<file path="config.mk">
export PLATFORM = sky130hd
export DESIGN_NAME = ultrasonido_scheduler_flat
export DESIGN_NICKNAME = d
export VERILOG_FILES = /design/src/rtl/ultrasonido_scheduler_if.sv /design/src/rtl/ultrasonido_scheduler.sv /design/src/flat_wrapper.sv
export SDC_FILE = /design/constraint.sdc
export NUM_CORES = 1
export LEC_CHECK = 0
export ABC_CLOCK_PERIOD_IN_PS = 3250
export CAP_MARGIN = 20
export CORE_MARGIN = 2
export CORE_UTILIZATION = 55
export DETAILED_ROUTE_END_ITERATION = 7
export DONT_BUFFER_PORTS = 1
export PLACE_DENSITY = 0.74
export SYNTH_ARGS = -nofsm -noshare
export SYNTH_HDL_FRONTEND = slang
export SYNTH_SLANG_ARGS = --single-unit
</file>
<file path="constraint.sdc">
create_clock -name clk -period 3.25 [get_ports clk]
set_input_delay 0.65 -clock clk [delete_from_list [all_inputs] [get_ports clk]]
set_output_delay 0.65 -clock clk [all_outputs]
set_load 0.05 [all_outputs]
</file>
<file path="src/rtl/ultrasonido_scheduler_if.sv">
// Pin and result bundle for the ultrasonic measurement scheduler.
// master: scheduler (drives trigger/busy/result/near);
// slave: sensor pins and consumers (drive enable/echo).
// enable: run scan; echo: raw sensor echoes;
// result_*: one-cycle strobe plus held fields; near: sticky flags.
interface ultrasonido_scheduler_if #(
  parameter int N_SENS = 4
);
  logic              enable;
  logic [N_SENS-1:0] echo;
  logic [N_SENS-1:0] trigger;
  logic              busy;
  logic              result_valid;
  logic [2:0]        result_id;
  logic [15:0]       result_us;
  logic              result_timeout;
  logic [N_SENS-1:0] near;

  modport master (
    input  enable,
    input  echo,
    output trigger,
    output busy,
    output result_valid,
    output result_id,
    output result_us,
    output result_timeout,
    output near
  );

  modport slave (
    output enable,
    output echo,
    input  trigger,
    input  busy,
    input  result_valid,
    input  result_id,
    input  result_us,
    input  result_timeout,
    input  near
  );
endinterface

</file>
<file path="src/rtl/ultrasonido_scheduler.sv">
// Round-robin HC-SR04 scheduler sharing one echo timer.
// Ports: clk; reset_n (async, active-high);
// bus (master): enable, echo in; trigger, busy,
// result_valid/id/us/timeout, near out.
module ultrasonido_scheduler #(
  parameter int N_SENS      = 4,
  parameter int TICK_DIV    = 50,
  parameter int TRIG_CYCLES = 500,
  parameter int TIMEOUT_US  = 30000,
  parameter int GAP_US      = 60000,
  parameter int THRESH_US   = 2900
) (
  input logic clk,
  input logic reset_n,
  ultrasonido_scheduler_if.master bus
);

  localparam int IW = $clog2(N_SENS);

  localparam logic [15:0] TICK_LAST =
    16'(TICK_DIV - 1);
  localparam logic [15:0] TRIG_LAST =
    16'(TRIG_CYCLES - 1);
  localparam logic [15:0] TIMEOUT =
    16'(TIMEOUT_US);
  localparam logic [15:0] GAP =
    16'(GAP_US);
  localparam logic [15:0] THRESH =
    16'(THRESH_US);
  localparam logic [IW-1:0] LAST_IDX =
    IW'(N_SENS - 1);
  localparam logic [N_SENS-1:0] ONE =
    {{(N_SENS-1){1'b0}}, 1'b1};

  typedef enum logic [2:0] {
    S_IDLE,
    S_TRIG,
    S_WAIT,
    S_MEAS,
    S_GAP
  } state_e;

  state_e            state_q, state_d;
  logic [IW-1:0]     idx_q, idx_d;
  logic [15:0]       presc_q, presc_d;
  logic [15:0]       us_q, us_d;
  logic [15:0]       trig_cnt_q, trig_cnt_d;
  logic [N_SENS-1:0] sync1_q, sync1_d;
  logic [N_SENS-1:0] sync2_q, sync2_d;
  logic [N_SENS-1:0] trigger_q, trigger_d;
  logic              busy_q, busy_d;
  logic              rv_q, rv_d;
  logic [2:0]        rid_q, rid_d;
  logic [15:0]       rus_q, rus_d;
  logic              rto_q, rto_d;
  logic [N_SENS-1:0] near_q, near_d;

  logic              tick;
  logic              echo_cur;
  logic              pub;
  logic              pub_to;
  logic [15:0]       pub_us;

  assign tick     = (presc_q == TICK_LAST);
  assign echo_cur = sync2_q[idx_q];

  always_comb begin
    state_d    = state_q;
    idx_d      = idx_q;
    us_d       = us_q;
    trig_cnt_d = trig_cnt_q;
    trigger_d  = trigger_q;
    rv_d       = 1'b0;
    rid_d      = rid_q;
    rus_d      = rus_q;
    rto_d      = rto_q;
    near_d     = near_q;
    pub        = 1'b0;
    pub_to     = 1'b0;
    pub_us     = us_q;
    sync1_d    = bus.echo;
    sync2_d    = sync1_q;
    presc_d    = tick ? 16'd0 : presc_q + 16'd1;

    unique case (state_q)
      S_IDLE: begin
        trigger_d = '0;
        if (bus.enable) begin
          state_d    = S_TRIG;
          trig_cnt_d = '0;
          trigger_d  = ONE << idx_q;
        end
      end
      S_TRIG: begin
        if (trig_cnt_q == TRIG_LAST) begin
          state_d   = S_WAIT;
          trigger_d = '0;
          presc_d   = '0;
          us_d      = '0;
        end else begin
          trig_cnt_d = trig_cnt_q + 16'd1;
        end
      end
      S_WAIT: begin
        // a stuck-high echo is taken as an
        // immediate rise, then times out
        if (echo_cur) begin
          state_d = S_MEAS;
          us_d    = '0;
        end else if (us_q >= TIMEOUT) begin
          pub    = 1'b1;
          pub_to = 1'b1;
          pub_us = TIMEOUT;
        end else if (tick) begin
          us_d = us_q + 16'd1;
        end
      end
      S_MEAS: begin
        if (!echo_cur) begin
          pub = 1'b1;
        end else if (us_q >= TIMEOUT) begin
          pub    = 1'b1;
          pub_to = 1'b1;
          pub_us = TIMEOUT;
        end else if (tick) begin
          us_d = us_q + 16'd1;
        end
      end
      S_GAP: begin
        // enable only matters here, so a
        // measurement always runs to the end
        if (us_q >= GAP) begin
          us_d  = '0;
          idx_d = (idx_q == LAST_IDX) ?
                  '0 : idx_q + 1'b1;
          if (bus.enable) begin
            state_d    = S_TRIG;
            trig_cnt_d = '0;
            trigger_d  = ONE << idx_d;
          end else begin
            state_d = S_IDLE;
          end
        end else if (tick) begin
          us_d = us_q + 16'd1;
        end
      end
      default: begin
        state_d   = S_IDLE;
        trigger_d = '0;
      end
    endcase

    if (pub) begin
      state_d        = S_GAP;
      presc_d        = '0;
      us_d           = '0;
      rv_d           = 1'b1;
      rid_d          = 3'(idx_q);
      rus_d          = pub_us;
      rto_d          = pub_to;
      near_d[idx_q]  = !pub_to &&
                       (pub_us < THRESH);
    end

    busy_d = (state_d != S_IDLE);
  end

  always_ff @(posedge clk or posedge reset_n) begin
    if (reset_n) begin
      state_q    <= S_IDLE;
      idx_q      <= '0;
      presc_q    <= '0;
      us_q       <= '0;
      trig_cnt_q <= '0;
      sync1_q    <= '0;
      sync2_q    <= '0;
      trigger_q  <= '0;
      busy_q     <= 1'b0;
      rv_q       <= 1'b0;
      rid_q      <= '0;
      rus_q      <= '0;
      rto_q      <= 1'b0;
      near_q     <= '0;
    end else begin
      state_q    <= state_d;
      idx_q      <= idx_d;
      presc_q    <= presc_d;
      us_q       <= us_d;
      trig_cnt_q <= trig_cnt_d;
      sync1_q    <= sync1_d;
      sync2_q    <= sync2_d;
      trigger_q  <= trigger_d;
      busy_q     <= busy_d;
      rv_q       <= rv_d;
      rid_q      <= rid_d;
      rus_q      <= rus_d;
      rto_q      <= rto_d;
      near_q     <= near_d;
    end
  end

  assign bus.trigger        = trigger_q;
  assign bus.busy           = busy_q;
  assign bus.result_valid   = rv_q;
  assign bus.result_id      = rid_q;
  assign bus.result_us      = rus_q;
  assign bus.result_timeout = rto_q;
  assign bus.near           = near_q;

endmodule

</file>
<file path="src/flat_wrapper.sv">
// flat-port wrapper written by rule: the top's interface ports become plain ports
module ultrasonido_scheduler_flat 
#(
  parameter int N_SENS      = 4,
  parameter int TICK_DIV    = 50,
  parameter int TRIG_CYCLES = 500,
  parameter int TIMEOUT_US  = 30000,
  parameter int GAP_US      = 60000,
  parameter int THRESH_US   = 2900
)
  (clk, reset_n, bus_enable, bus_echo, bus_trigger, bus_busy, bus_result_valid, bus_result_id, bus_result_us, bus_result_timeout, bus_near);
  ultrasonido_scheduler_if #(.N_SENS(N_SENS)) bus_i ();
  input logic clk;
  input logic reset_n;
  input wire logic [$bits(bus_i.enable)-1:0] bus_enable;
  input wire logic [$bits(bus_i.echo)-1:0] bus_echo;
  output wire logic [$bits(bus_i.trigger)-1:0] bus_trigger;
  output wire logic [$bits(bus_i.busy)-1:0] bus_busy;
  output wire logic [$bits(bus_i.result_valid)-1:0] bus_result_valid;
  output wire logic [$bits(bus_i.result_id)-1:0] bus_result_id;
  output wire logic [$bits(bus_i.result_us)-1:0] bus_result_us;
  output wire logic [$bits(bus_i.result_timeout)-1:0] bus_result_timeout;
  output wire logic [$bits(bus_i.near)-1:0] bus_near;
  assign bus_i.enable = bus_enable;
  assign bus_i.echo = bus_echo;
  assign bus_trigger = bus_i.trigger;
  assign bus_busy = bus_i.busy;
  assign bus_result_valid = bus_i.result_valid;
  assign bus_result_id = bus_i.result_id;
  assign bus_result_us = bus_i.result_us;
  assign bus_result_timeout = bus_i.result_timeout;
  assign bus_near = bus_i.near;
  ultrasonido_scheduler #(.N_SENS(N_SENS), .TICK_DIV(TICK_DIV), .TRIG_CYCLES(TRIG_CYCLES), .TIMEOUT_US(TIMEOUT_US), .GAP_US(GAP_US), .THRESH_US(THRESH_US)) u_core (.clk(clk), .reset_n(reset_n), .bus(bus_i));
endmodule
</file>
==> impl_results.md <==
* CP delay by family, top: simple AND/OR/NAND/NOR gates
* Resized cells post-CTS at 0
* Post-CTS Hold Buffers at 0
* Pins over their slew limit at 0
* Wire per inst at 16.3 um
* Hold worst-path end: u_core.sync1_q[1]
* Post-Route WL at 9.42 mm
* Post-synth ARST share at 1.00
* Max-cap violations at 0
* Final Hold Viols at 0
* Worst hold path depth at 0
* Worst skew pair latency at 0.37 ns
* CP Buf/Inv Count at 2
* Worst-path clk slew at 0.09 ns
* Final Cycle Share at 0.801
* Die ar. at 9160 um^2
* DRT antenna net count at 0
* Slowest stage cell, crit path: mux4_2
* Via count at 3429
* Cell taking the most area after synthesis: dfrtp_1
* Clk_skew at 0.0141 ns
* CTS tree: done
* Synth top area cells: dfrtp_1 (49%), nor2_1 (3.7%), nand2_1 (3.1%)
* Syn_area_per_cell at 9.72 um^2
* ANT cells at 0
* Clock sinks at 90
* H-tree depth reported by CTS at 3
* FF-to-FF setup slack at 0.65 ns
* Port bufs at 0
* CP cell instances: mux4_2 -> clkinv_1 -> a31oi_1 -> or3_1 -> inv_4 -> nand2_1 -> a22o_1
* Vias per inst at 5.92
* Nets at 487
* Commonest non-fill, non-tap cell in the layout: dfrtp_1
* Clk root buf: clkbuf_8
* Hold Crit Class: input port to flip-flop
* Worst EP required at 3.51 ns
* Pre-CTS setup slack at 0.637 ns
* RR Endpoint: u_core.bus.near[0]
* Die Y at 95.7 um
* Power Density at 401 nW/um^2
* Share of cells above drive strength 1 at 0.0970
* # setup viols final at 0
* Core Box Area at 8180 um^2
* Primary FF master, synth: dfrtp_1
* Post-synthesis sequential area ratio at 0.487
* First-pass GRT wire length at 16.1 mm
* Boundary pin count at 37
* Final min period at 2.60 ns
* Routability congestion estimate at 0.869
* Nets in the synthesized netlist at 494
* Actual slew at the worst max-slew pin at 0.895 ns
* Final WS setup at 0.648 ns
* Sum Neg Setup Slack at 0 ns
* Lkg Pwr at 2.01 nW
* Share of the synthesized area in the top cell type at 0.487
* Fmax at 0.384 GHz
* GR Overflow Total at 0
* Worst r2r src: u_core.idx_q[0]
* Synth Warn # at 0
* FF-to-FF path depth at 7
* Area Growth Syn to Fin at 4.90%
* Die span in x at 95.7 um
* DR DRC count at 0
* Peak supply drop at 0.229 mV
* HP Start: bus_echo[1]
* Core Rows at 33
* Cell Area, Synth at 4630 um^2
* DPL Wire Length at 6.57 mm
* Most frequent cells in the layout: dfrtp_1 (90), nor2_1 (46), nand2_1 (38), inv_1 (27), nand3_1 (27)
* EDFF count, synth at 0
* Crit-path max cell delay at 0.60 ns
* Total GRT Usage at 0.227
* Antenna violations before repair at 0
* Setup bufs post-CTS at 0
* Detailed Routing Iterations Pass 1 at 4
* Largest net degree at the start of global routing at 53
* Synth unique cells at 63
* CP Max Fanout at 37
* Relative slew margins at 0.399
* Initial Utilization at 0.566
* #FFs+latches synth at 90
* CP endpoint kind: flip-flop
* RSZ-0062 raised after global routing: false
* Post-Synthesis Cells at 476
* Fillers at 675
* Cts bufs inserted at 9
* Outcome: finished, final reports clean
* Initial DRC Count at 174
* Critical Setup Path Class: flip-flop to flip-flop
* Critical Path AT at 2.86 ns
* Critical path launch point type: flip-flop
* CTS max path bufs at 2
* Vias in the first global route at 3405
[logic make-up after synthesis]
| group | count (synthesis) | share of synthesized area |
|---|---|---|
| AND/OR/NAND/NOR | 184 | 0.215 |
| AO/OA/AOI/OAI | 113 | 0.160 |
| flip-flops | 90 | 0.487 |
| buffers and inverters | 51 | 0.0555 |
| XOR/XNOR | 24 | 0.0454 |
| adder cells (fa/ha/maj) | 11 | 0.0298 |
| multiplexers | 2 | 0.00703 |
| other | 1 | 0.000811 |
[area by class of cell]
class                   count  area, um^2  share of cell area
well taps                 105         131              0.0271
multi-input cells         335        2120               0.436
repair buffers              3        35.0             0.00722
clock inverters             7        76.3              0.0157
inverters                  30         116              0.0240
flip-flops and latches     90        2250               0.464
clock buffers               9         124              0.0255
[how the worst max path moves through the flow]
stage                    startpoint            endpoint  slack, ns  cells after the start
floorplan                   reset_n     u_core.bus.busy       0.26                      1
global placement     u_core.us_q[5]   u_core.presc_q[5]       0.76                      6
detailed placement   u_core.us_q[5]   u_core.presc_q[2]       0.64                      6
CTS                  u_core.us_q[5]   u_core.presc_q[2]       0.61                      6
global route         u_core.us_q[5]   u_core.presc_q[2]       0.47                      6
finish              u_core.idx_q[0]  u_core.bus.near[0]       0.65                      7
[cell usage after synthesis, types with 4 or more instances]
cell and count:
a22o_1 5, nor2_1 46, clkbuf_1 8, xor2_1 14
o21ai_1 24, a22oi_1 4, nor3_1 10, nor2_4 8
a31oi_1 10, dfrtp_1 90, buf_6 7, and4_1 4
a21oi_1 24, and2_1 5, xnor2_1 10, buf_2 5
a21o_1 5, nand4_1 8, ha_1 11, nor4_1 4
and3_1 9, or3_1 8, nand3_1 27, o21ai_0 12
inv_1 28, nand2_1 38
[metrics by stage]
stage                     hold slack [ns]  instance area (um^2)  total power (W)   util  instances
after floorplan                     0.331                  4630          0.00117      -        476
after CTS                           0.286                  4840          0.00196  0.593        578
after global routing                0.281                  4850          0.00201  0.594        579
after detailed placement            0.338                  4640          0.00118  0.568        562
after global placement              0.336                  4640          0.00118  0.568        562
final                               0.301                  4850          0.00195  0.594        579
[state kept, by name, summed over array words and instances, names as in the netlist, 2 cells and up]
name / cells
u_core.bus.near: 4
u_core.bus.result_id: 2
u_core.bus.result_us: 16
u_core.bus.trigger: 4
u_core.idx_q: 2
u_core.presc_q: 16
u_core.state_q: 3
u_core.sync1_q: 4
u_core.sync2_q: 4
u_core.trig_cnt_q: 16
u_core.us_q: 16
[per-layer routing]
layer / share of wire / vias to the layer above / GRT usage
li1: - / 1657 / -
met1: 0.46 / 1674 / 0.299
met2: 0.47 / 68 / 0.367
met3: 0.036 / 30 / 0.0329
met4: 0.029 / 0 / 0.114
met5: 0 / - / 0
[where the power goes]
part           internal (W)  switching (W)  total [W]
sequential          0.00112     0.00000131    0.00113
clock              0.000362       0.000430   0.000793
combinational    0.00000380      0.0000258  0.0000296
total               0.00149       0.000457    0.00195
(Power assumes the default switching activity.)
